--- config.mk ---
export PLATFORM = sky130hd
export DESIGN_NAME = shift_reg_seq
export DESIGN_NICKNAME = d
export VERILOG_FILES = /design/src/rtl/shift_reg_pkg.sv /design/src/rtl/seq_counter.sv /design/src/rtl/shift_reg_seq.sv
export SDC_FILE = /design/constraint.sdc
export NUM_CORES = 1
export LEC_CHECK = 0
export CORE_MARGIN = 2
export CORE_UTILIZATION = 43
export CTS_CLUSTER_DIAMETER = 200
export CTS_CLUSTER_SIZE = 25
export DETAILED_ROUTE_END_ITERATION = 16
export PLACE_DENSITY = 0.79
export SYNTH_ARGS = -nofsm -noshare
export SYNTH_HDL_FRONTEND = slang
export SYNTH_SLANG_ARGS = --single-unit
--- constraint.sdc ---
create_clock -name clk -period 1.7 [get_ports clk]
set_input_delay 0.255 -clock clk [delete_from_list [all_inputs] [get_ports clk]]
set_output_delay 0.255 -clock clk [all_outputs]
set_load 0.02 [all_outputs]
--- src/rtl/shift_reg_pkg.sv ---
// Shared encodings for the shift-register sequencer and its datapath wrapper:
// register mode codes and the sequencer state type.
package shift_reg_pkg;

    localparam logic [1:0] SEL_HOLD = 2'b00;
    localparam logic [1:0] SEL_LOAD = 2'b01;
    localparam logic [1:0] SEL_SHL  = 2'b10;
    localparam logic [1:0] SEL_SHR  = 2'b11;

    typedef enum logic [1:0] {
        ST_IDLE  = 2'b00,
        ST_LOAD  = 2'b01,
        ST_SHIFT = 2'b10,
        ST_DONE  = 2'b11
    } state_t;

    // dir 0 moves data toward the MSB, dir 1 toward the LSB
    function automatic logic [1:0] shift_sel(input logic dir);
        return dir ? SEL_SHR : SEL_SHL;
    endfunction

endpackage

--- src/rtl/seq_counter.sv ---
// CW-bit up-counter with synchronous clear and enable, plus a terminal
// compare flag that is high while the count equals the supplied limit.
module seq_counter #(
    parameter int CW = 4
) (
    input  logic          clk,
    input  logic          rst,
    input  logic          clr,
    input  logic          en,
    input  logic [CW-1:0] len,
    output logic [CW-1:0] count,
    output logic          term
);

    logic [CW-1:0] count_q;
    logic [CW-1:0] count_d;

    always_comb begin
        count_d = count_q;
        if (clr) begin
            count_d = '0;
        end else if (en) begin
            count_d = count_q + CW'(1);
        end
    end

    always_ff @(posedge clk or posedge rst) begin
        if (rst) begin
            count_q <= '0;
        end else begin
            count_q <= count_d;
        end
    end

    assign count = count_q;
    assign term  = (count_q == len);

endmodule

--- src/rtl/shift_reg_seq.sv ---
// Command sequencer for the N-bit shift register: optional load cycle, then a
// programmed number of shift cycles, then a one-cycle done pulse.
module shift_reg_seq #(
    parameter int N  = 8,
    parameter int CW = 4
) (
    input  logic          clk,
    input  logic          rst,
    input  logic          start,
    input  logic          cmd_load,
    input  logic          cmd_dir,
    input  logic [CW-1:0] cmd_len,
    input  logic          abort,
    output logic [1:0]    selection,
    output logic          busy,
    output logic          done,
    output logic [CW-1:0] shift_cnt
);

    import shift_reg_pkg::*;

    state_t        state_q, state_d;
    logic          dir_q, dir_d;
    logic [CW-1:0] len_q, len_d;
    logic [1:0]    sel_q, sel_d;
    logic          busy_q, busy_d;
    logic          done_q, done_d;
    logic [CW-1:0] sat_len;
    logic [CW-1:0] len_last;
    logic          cnt_clr;
    logic          cnt_en;
    logic          cnt_term;

    assign sat_len = (cmd_len > CW'(N)) ? CW'(N) : cmd_len;

    // The counter flags the final shift cycle, so the compare limit is len-1;
    // it is only consulted in SHIFT, where len is known to be non-zero.
    assign len_last = len_q - CW'(1);

    seq_counter #(.CW(CW)) u_counter (
        .clk   (clk),
        .rst   (rst),
        .clr   (cnt_clr),
        .en    (cnt_en),
        .len   (len_last),
        .count (shift_cnt),
        .term  (cnt_term)
    );

    always_comb begin
        state_d = state_q;
        dir_d   = dir_q;
        len_d   = len_q;
        cnt_clr = 1'b0;
        cnt_en  = 1'b0;

        case (state_q)
            ST_IDLE: begin
                if (start && !abort) begin
                    dir_d   = cmd_dir;
                    len_d   = sat_len;
                    cnt_clr = 1'b1;
                    if (cmd_load) begin
                        state_d = ST_LOAD;
                    end else if (sat_len != '0) begin
                        state_d = ST_SHIFT;
                    end else begin
                        state_d = ST_DONE;
                    end
                end
            end
            ST_LOAD: begin
                if (abort) begin
                    state_d = ST_IDLE;
                end else if (len_q != '0) begin
                    state_d = ST_SHIFT;
                end else begin
                    state_d = ST_DONE;
                end
            end
            ST_SHIFT: begin
                if (abort) begin
                    state_d = ST_IDLE;
                end else begin
                    cnt_en = 1'b1;
                    if (cnt_term) begin
                        state_d = ST_DONE;
                    end
                end
            end
            ST_DONE: begin
                state_d = ST_IDLE;
            end
            default: begin
                state_d = ST_IDLE;
            end
        endcase

        // Outputs are decoded from the next state and registered with it
        sel_d  = SEL_HOLD;
        busy_d = (state_d != ST_IDLE);
        done_d = (state_d == ST_DONE);
        case (state_d)
            ST_LOAD:  sel_d = SEL_LOAD;
            ST_SHIFT: sel_d = shift_sel(dir_d);
            default:  sel_d = SEL_HOLD;
        endcase
    end

    always_ff @(posedge clk or posedge rst) begin
        if (rst) begin
            state_q <= ST_IDLE;
            dir_q   <= 1'b0;
            len_q   <= '0;
            sel_q   <= SEL_HOLD;
            busy_q  <= 1'b0;
            done_q  <= 1'b0;
        end else begin
            state_q <= state_d;
            dir_q   <= dir_d;
            len_q   <= len_d;
            sel_q   <= sel_d;
            busy_q  <= busy_d;
            done_q  <= done_d;
        end
    end

    assign selection = sel_q;
    assign busy      = busy_q;
    assign done      = done_q;

endmodule
* Word-level counts from Yosys, hierarchy flattened *
Cells that the tools add are included.

storage, ports and cells
  bits in registers = 15
  input port bits = 10
  output and inout bits = 8
  logic and storage cells = 44

cells by class
  add/subtract/negate cells = 2
  $lt $le $gt $ge = 1
  equality and inequality tests = 7
  multiplexer cells = 19
  reduce and logical (&&, ||, !) cells = 8

operator list
  operator                                                               count
  4-bit two-way mux                                                      3
  2-bit two-way mux                                                      5
  1-bit two-way mux                                                      9
  2-bit equality test, second input constant                             4
  2-bit case mux with 4 select lines                                     1
  4-bit nonzero test                                                     2
  4-bit by 1-bit adder with 4-bit output, second input constant          1
  2-bit by 1-bit equality test with 1-bit output, second input constant  2
  4-bit equality test                                                    1
  4-bit greater-than comparator, second input constant                   1
  2-bit case mux with 2 select lines                                     1
  2-bit nonzero test                                                     2
  4-bit by 1-bit subtractor with 4-bit output, second input constant     1
  2-bit zero test                                                        1
  2-bit AND reduction                                                    1
  1-bit logical AND                                                      1
  1-bit zero test                                                        1

* Depth between registers and ports, before layout *
Gate-level depths: netlist of the first run.

  depth in word-level cells = 9
  mapped depth = 8
  mapped depth without buffers = 8

* Modules after synthesis *
A second synthesis of the first run with hierarchy kept.

second synthesis, totals
  cells, all modules = 73
  area, all modules = 827.0 um2

by module, submodules not included
  module         times used  cells an instance  area each (um2)  sequential area each (um2)
  shift_reg_seq  1           51                 589.3            275.3
  seq_counter    1           22                 237.7            100.1

* Least setup slack after synthesis of the first run *
Ideal clock, no wire load.

  path kind = register to register
  start = reg len_q[0]
  end = reg sel_q[0] (netlist: selection[0])
  setup time = 119 ps
  arrival = 1,586 ps
  required time = 1,581 ps
  slack = -5 ps
  stages on the path, launching flop included = 8
  buffers on the path = 0
  period minus slack after synthesis = 1,705 ps
  cells stage by stage = dfrtp_1 -> inv_1 -> ha_1 -> xor2_1 -> nand4_1 -> o211a_1 -> ha_1 -> nor2b_1

on the way
  cells in the longest elaborated chain, start to end = 7
  elaborated cells between the ends (all ways) = 11
  classes of those cells = add/sub (1); eq/ne (3); mux (6); reduce/logical (1)

RTL lines
  item                                                                                   line                  text
  start, declared                                                                        shift_reg_seq.sv:24   logic [CW-1:0] len_q, len_d;
  start signal, assigned                                                                 shift_reg_seq.sv:121  len_q <= len_d;
  4-bit by 1-bit subtractor with 4-bit output                                            shift_reg_seq.sv:38   assign len_last = len_q - CW'(1);
  4-bit equality test                                                                    seq_counter.sv:36     assign term = (count_q == len);
  2-bit two-way mux                                                                      shift_reg_seq.sv:86   if (cnt_term) begin
  2-bit two-way mux                                                                      shift_reg_seq.sv:82   if (abort) begin
  2-bit case mux with 4 select lines *                                                   shift_reg_seq.sv:57   case (state_q)
  2-bit equality test or 2-bit by 1-bit equality test with 1-bit output (tied branches)  shift_reg_seq.sv:103  case (state_d)
  2-bit case mux with 2 select lines *                                                   shift_reg_seq.sv:103
  net sel_d[0]                                                                           shift_reg_seq.sv:25   logic [1:0] sel_q, sel_d;
  end signal, assigned                                                                   shift_reg_seq.sv:122  sel_q <= sel_d;
  end, declared                                                                          shift_reg_seq.sv:25

The timed path passes the listed nets; every way through them passes the cells marked *.
A chain may end at the register's enable or synchronous reset.

* Final worst setup path of the first run *
  start = reg len_q[1]
  end = reg sel_q[0] (netlist: selection[0])

Same word-level chain as after synthesis.

==> reports/qor.yml, run 1 <==
floorplanning:
  coreArea_um2: 1710
  die_w_um: 46.6
  die_area_um2: 2170
  ios: 18
  row_count: 15
  fp.dieH_um: 46.6
  start_util_pct: 45.7
finish:
  layout.nets: 117
  n_antenna_cell: 0
  final_cell_mix: "16 x clkdlybuf4s50_1, 15 x dfrtp_1, 13 x buf_4"
  finalNonFillerCells: 125
  finish.utilization_pct: 65.9
  syn_to_final_growth_pct: 44.2
  final_common_cell: "clkdlybuf4s50_1"
  drive_above_1_share_pct: 24.0
  finish.instance_area_um2: 1130
pwr:
  p_int_mw: 0.751
  seq_power_share_pct: 43.0
  power.share.clock_pct: 18.4
  leakage_nw: 0.534
  ir_worst_vdd_mv: 0.561
  p_sw_share_pct: 33.5
  finalPower_mw: 1.13
  power-per-cell-area_nw_per_um2: 1000
  p_comb_share_pct: 38.7
  p_switching_mw: 0.378
sta:
  relSlewSlack_pct: 62.7
  fin_crit_sh_pct: 103
  max_freq_mhz: 570
  min_period_ns: 1.75
  worstMarginPinSlew_ns: 0.558
  setup_slack_ns: -0.0542
  rsz0062_at_grt: "yes"
  drv_slew: 0
  setup_viol: 1
  clock-skew-final_ns: 0.00200
  fin_setup_tns_ns: -0.0542
  final-hold-violation-count: 0
drt:
  dr.pass1.iters: 4
  wl_per_cell_um: 13.1
  drcViolationCount: 0
  vias: 602
  first_iter_violations: 14
  vias_per_cell: 4.82
  wirelength_mm: 1.63
  ant_nets: 0
clock_tree:
  ctsHtreeMaxLevel: 1
  clkTransAtPathRegs_ns: 0.09
  cts_buffers: 3
  clk_latency_ns: 0.28
  cts-root-buf: "clkbuf_4"
  clock_sinks: 15
  cts_tree: "done"
  clock_path_buffers: 2
  hold_buffers: 0
logic_synthesis:
  syn_nets: 83
  synth_top_area_share_pct: 48.1
  yosysTopAreaCell: "dfrtp_1"
  ys_warn_count: 0
  syn_inst: 67
  synth.area.top_cells: "dfrtp_1 48%, ha_1 9.6%, xor2_1 5.6%"
  yosysSeqAreaShare_pct: 48.1
  syn_area_um2: 781
  syn_avg_cell_area_um2: 11.7
  yosys_register_bits: 15
  ys_types: 25
grt:
  antenna_found_initial: 0
  grt_usage_pct: 19.1
  overflow: 0
  grt_pass1_vias: 664
  grt_pass1_wl_mm: 2.80
  grt_max_degree: 16
run_status:
  status: "complete, but fails checks"
  violations: "negative setup slack"
placement:
  io_buffers: 17
  placedInstanceArea_um2: 1060
  dpl.hpwl_mm: 1.19
  gp_congestion: 0.768
  dp_cells: 119
worst_setup_path:
  crit_fanout: 2
  worstPathArrival_ns: 1.93
  required_ns: 1.88
  worstSetupStartpointType: "flop"
  end_kind: "flop"
  reg2reg_depth: 7
  crit_type: "flop to flop"
flow_run:
  maxCapViolations: 0
worst_hold_path:
  min_path_type: "primary input to asynchronous set/reset pin"
==> critical path, stage by stage (launching register included) <==
cell,delay (ns)
dfrtp_1,0.40
inv_2,0.06
ha_4,0.27
xor2_2,0.11
nand4_1,0.14
o211a_1,0.27
ha_1,0.27
nor2b_1,0.13
==> timing repair <==
item                                    CTS  global route
setup buffers                             2             0
hold endpoints to repair                  0             0
pin swaps                                 3             2
resized for setup                         4             2
endpoints found under the setup margin    1             2
==> power by group through the flow <==
| stage | Clock [mW] | Combinational (mW) | Sequential [mW] |
|---|---|---|---|
| 3_5_place_dp | 0 | 0.393 | 0.488 |
| 6_report | 0.207 | 0.436 | 0.485 |
| 2_1_floorplan | 0 | 0.186 | 0.519 |
| 4_1_cts | 0.219 | 0.424 | 0.482 |
| 5_1_grt | 0.238 | 0.485 | 0.494 |
| 3_3_place_gp | 0 | 0.386 | 0.485 |
==> flip-flops by register name, summed over array words and instances, names as in the netlist <==
signal	flops
len_q	4
u_counter.count	4
selection	2
state_q	2
busy	1
dir_q	1
done	1
==> cell usage after synthesis <==
library cell / instances
nand3_1: 1
xnor2_1: 4
mux2_1: 1
nor3b_4: 1
inv_1: 6
a21oi_1: 1
nor2_1: 4
mux2i_1: 1
a211o_1: 1
nor4_1: 2
nand2_1: 1
nand4_1: 2
dfrtp_1: 15
o211a_1: 1
o21ai_0: 3
o211ai_1: 1
buf_2: 1
nor4b_4: 1
nor2b_1: 2
nor3_1: 2
o21ai_1: 1
mux2_4: 1
xor2_1: 5
nand3b_1: 3
ha_1: 6
==> path summary, 6_finish.rpt <==
kind | start | end | slack (ns)
max | len_q[1] | selection[0] | -0.05
min | rst | selection[1] | 0.31
max reg2reg | len_q[1] | selection[0] | -0.05
min reg2reg | dir_q | dir_q | 0.51
max in group asynchronous | rst | u_counter.count[0] | 1.02
min in group clk | dir_q | dir_q | 0.51
==> metal layers <==
layer  global-route usage (%)  share of wire, %  routed length (um)  up-vias
met5                        0                 0                   0        -
met2                     31.7                52                 853       13
met4                     10.0              0.67                  11        0
met3                     5.10               4.8                  78        2
met1                     22.4                42                 690      293
li1                         -                 -                   -      294
==> layout make-up <==
class	instances	area, um2
fill	132	582
multi-input combinational	45	400
sequential	15	375
timing repair buffer	30	270
tap	25	31.3
clock buffer	4	26.3
inverter	6	22.5
==> kinds of logic (layout without fill, tap and decap cells) <==
logic type	after synthesis	in the layout	synth area share [%]
and+or+nand+nor	19	19	17.5
DFF	15	15	48.1
xor gates and xnor gates	9	9	10.1
AOI/OAI and AO/OA	8	8	6.57
buffers and inverters	7	40	3.52
adders and majority gates	6	6	9.62
muxes	3	3	4.65
==> per-stage QoR <==
stage | hold WS, ns | setup WS (ns)
CTS | 0.321 | -0.0418
global route | 0.380 | -0.152
global placement | 0.487 | -0.184
finish | 0.313 | -0.0542
floorplan | 0.156 | 0.0167
detailed placement | 0.486 | -0.233
Power figures use the tool's default switching activity.
==> run 2, diff against run 1 <==
- MAX_ROUTING_LAYER: not set -> met4
- REMOVE_ABC_BUFFERS: not set -> 1
==> run 2 against run 1 <==
Net effect:
- the run still ends with negative setup slack left
- worst hold slack gained 0.0048 ns
- die area did not move
- highest routed layer unchanged
- critical path depth increased by 2
- register-to-register slack improved by 0.02 ns
- clock skew up 0.0040 ns
- sequential share of layout area up 0.15 points
==> reports/qor.yml, run 2 (synthesis results as in run 1) <==
worst_setup_path:
  end_kind: "flop"
  critical_path_buf_inv_count: 2
  worstPathCellList: "inv_2, ha_4, xor2_1, nand4_1, buf_4, o211ai_1, ha_1, a21oi_1, nor2b_1"
  startpoint: "len_q[1]"
  rr_startpoint: "len_q[1]"
  worstPathArrival_ns: 1.95
  crit_type: "flop to flop"
  critPathMaxStageDelay_ns: 0.40
  worstSetupStartpointType: "flop"
  cpMaxStageDelayCell: "dfrtp_1"
  crit_family: "flip-flops"
  required_ns: 1.92
  crit_fanout: 2
floorplanning:
  die_area_um2: 2170
  fp.dieH_um: 46.6
  row_count: 15
  ios: 18
  start_util_pct: 45.7
  coreArea_um2: 1710
  die_w_um: 46.6
finish:
  multi_input_area_um2: 405
  drive_above_1_share_pct: 23.2
  final_cell_mix: "17 x clkdlybuf4s50_1, 15 x dfrtp_1, 12 x buf_4, 5 x xor2_1"
  layout.nets: 116
  num-fill-cells: 142
  finalNonFillerCells: 124
  final_common_cell: "clkdlybuf4s50_1"
  syn_to_final_growth_pct: 43.6
  register_area_um2: 375
  n_antenna_cell: 0
  finish.utilization_pct: 65.6
flow_run:
  maxCapViolations: 0
pwr:
  power-per-cell-area_nw_per_um2: 984
  ir_worst_vdd_mv: 0.635
  leakage_nw: 0.509
  finalPower_mw: 1.10
drt:
  drcViolationCount: 0
  ant_nets: 0
  dr.pass1.iters: 2
  vias: 589
  wl_per_cell_um: 12.8
  first_iter_violations: 4
  wirelength_mm: 1.59
  vias_per_cell: 4.75
placement:
  dpl.hpwl_mm: 1.21
  io_buffers: 17
  dp_cells: 119
  pre_cts_slack_ns: -0.260
  gp_congestion: 0.768
clock_tree:
  cts-root-buf: "clkbuf_4"
  clkTransAtPathRegs_ns: 0.09
  cts_tree: "done"
  clk_latency_ns: 0.28
  clock_sinks: 15
  cts_buffers: 3
  ctsHtreeMaxLevel: 1
  clock_path_buffers: 2
grt:
  grt_max_degree: 16
  grt_pass1_wl_mm: 2.42
  grt_usage_pct: 16.6
  grt_pass1_vias: 567
  antenna_found_initial: 0
  overflow: 0
sta:
  setup_slack_ns: -0.0293
  relSlewSlack_pct: 61.8
  min_period_ns: 1.73
  rsz0062_at_grt: "yes"
  drv_slew: 0
  max_freq_mhz: 578
  setup_viol: 1
  final-hold-violation-count: 0
  clock-skew-final_ns: 0.00603
  worstMarginPinSlew_ns: 0.573
  fin_crit_sh_pct: 102
  holdWs_ns: 0.317
run_status:
  violations: "negative setup slack"
  status: "complete, but fails checks"
worst_hold_path:
  min_path_type: "primary input to asynchronous set/reset pin"
## run 2: cell types whose count changed in the layout (fill, tap and decap cells not counted)
cell	previous run	this run
buf_4	13	12
clkdlybuf4s50_1	16	17
dlymetal6s2s_1	1	0
ha_1	4	3
ha_4	1	2
xor2_1	4	5
xor2_2	1	0
## run 2: through the flow
stage	setup TNS, ns	instance area, um2
finish	-0.0293	1120
global route	-0.255	1120
CTS	-0.0562	1110
detailed placement	-0.579	1060
global placement	-0.418	1060
floorplan	-0.202	776
## run 2: timing repair
item	in CTS	in global routing
gates resized for setup	4	2
setup buffers	1	0
hold buffers	0	0
setup endpoints to repair	1	2
pin swaps	3	3
gates cloned	0	0
## run 2: area by class of cell
cell class | instances | share of cell area [%]
multi-input cells | 45 | 36.2
well taps | 25 | 2.79
inverters | 6 | 2.01
clock buffers | 4 | 2.34
repair buffers | 29 | 23.2
flip-flops and latches | 15 | 33.5
## run 2: worst register-to-register path, cell delays in order (launching register included)
cell and delay [ns]:
dfrtp_1 0.40, inv_2 0.09, ha_4 0.20, xor2_1 0.15
nand4_1 0.13, buf_4 0.16, o211ai_1 0.23, ha_1 0.18
a21oi_1 0.04, nor2b_1 0.10
## run 2: power by group
group	switching, mW	internal (mW)
Sequential	0.0657	0.418
Combinational	0.190	0.226
Clock	0.113	0.0910
Total	0.369	0.735
## run 2: worst paths after layout
kind                                       to  slack, ns  cells after the start
min in group clk                        dir_q       0.51                      1
min                        u_counter.count[1]       0.32                      2
max in group asynchronous          state_q[0]       1.00                      2
max                              selection[0]      -0.03                      9
min reg2reg                             dir_q       0.51                      1
max reg2reg                      selection[0]      -0.03                      9
## run 2: per-layer routing
metal	vias to the layer above	part of all wire [%]	global-route usage, %
li1	297	-	-
met1	280	46	19.1
met2	10	50	27.8
met3	2	2.4	2.35
met4	0	0.94	8.33
met5	-	0	-
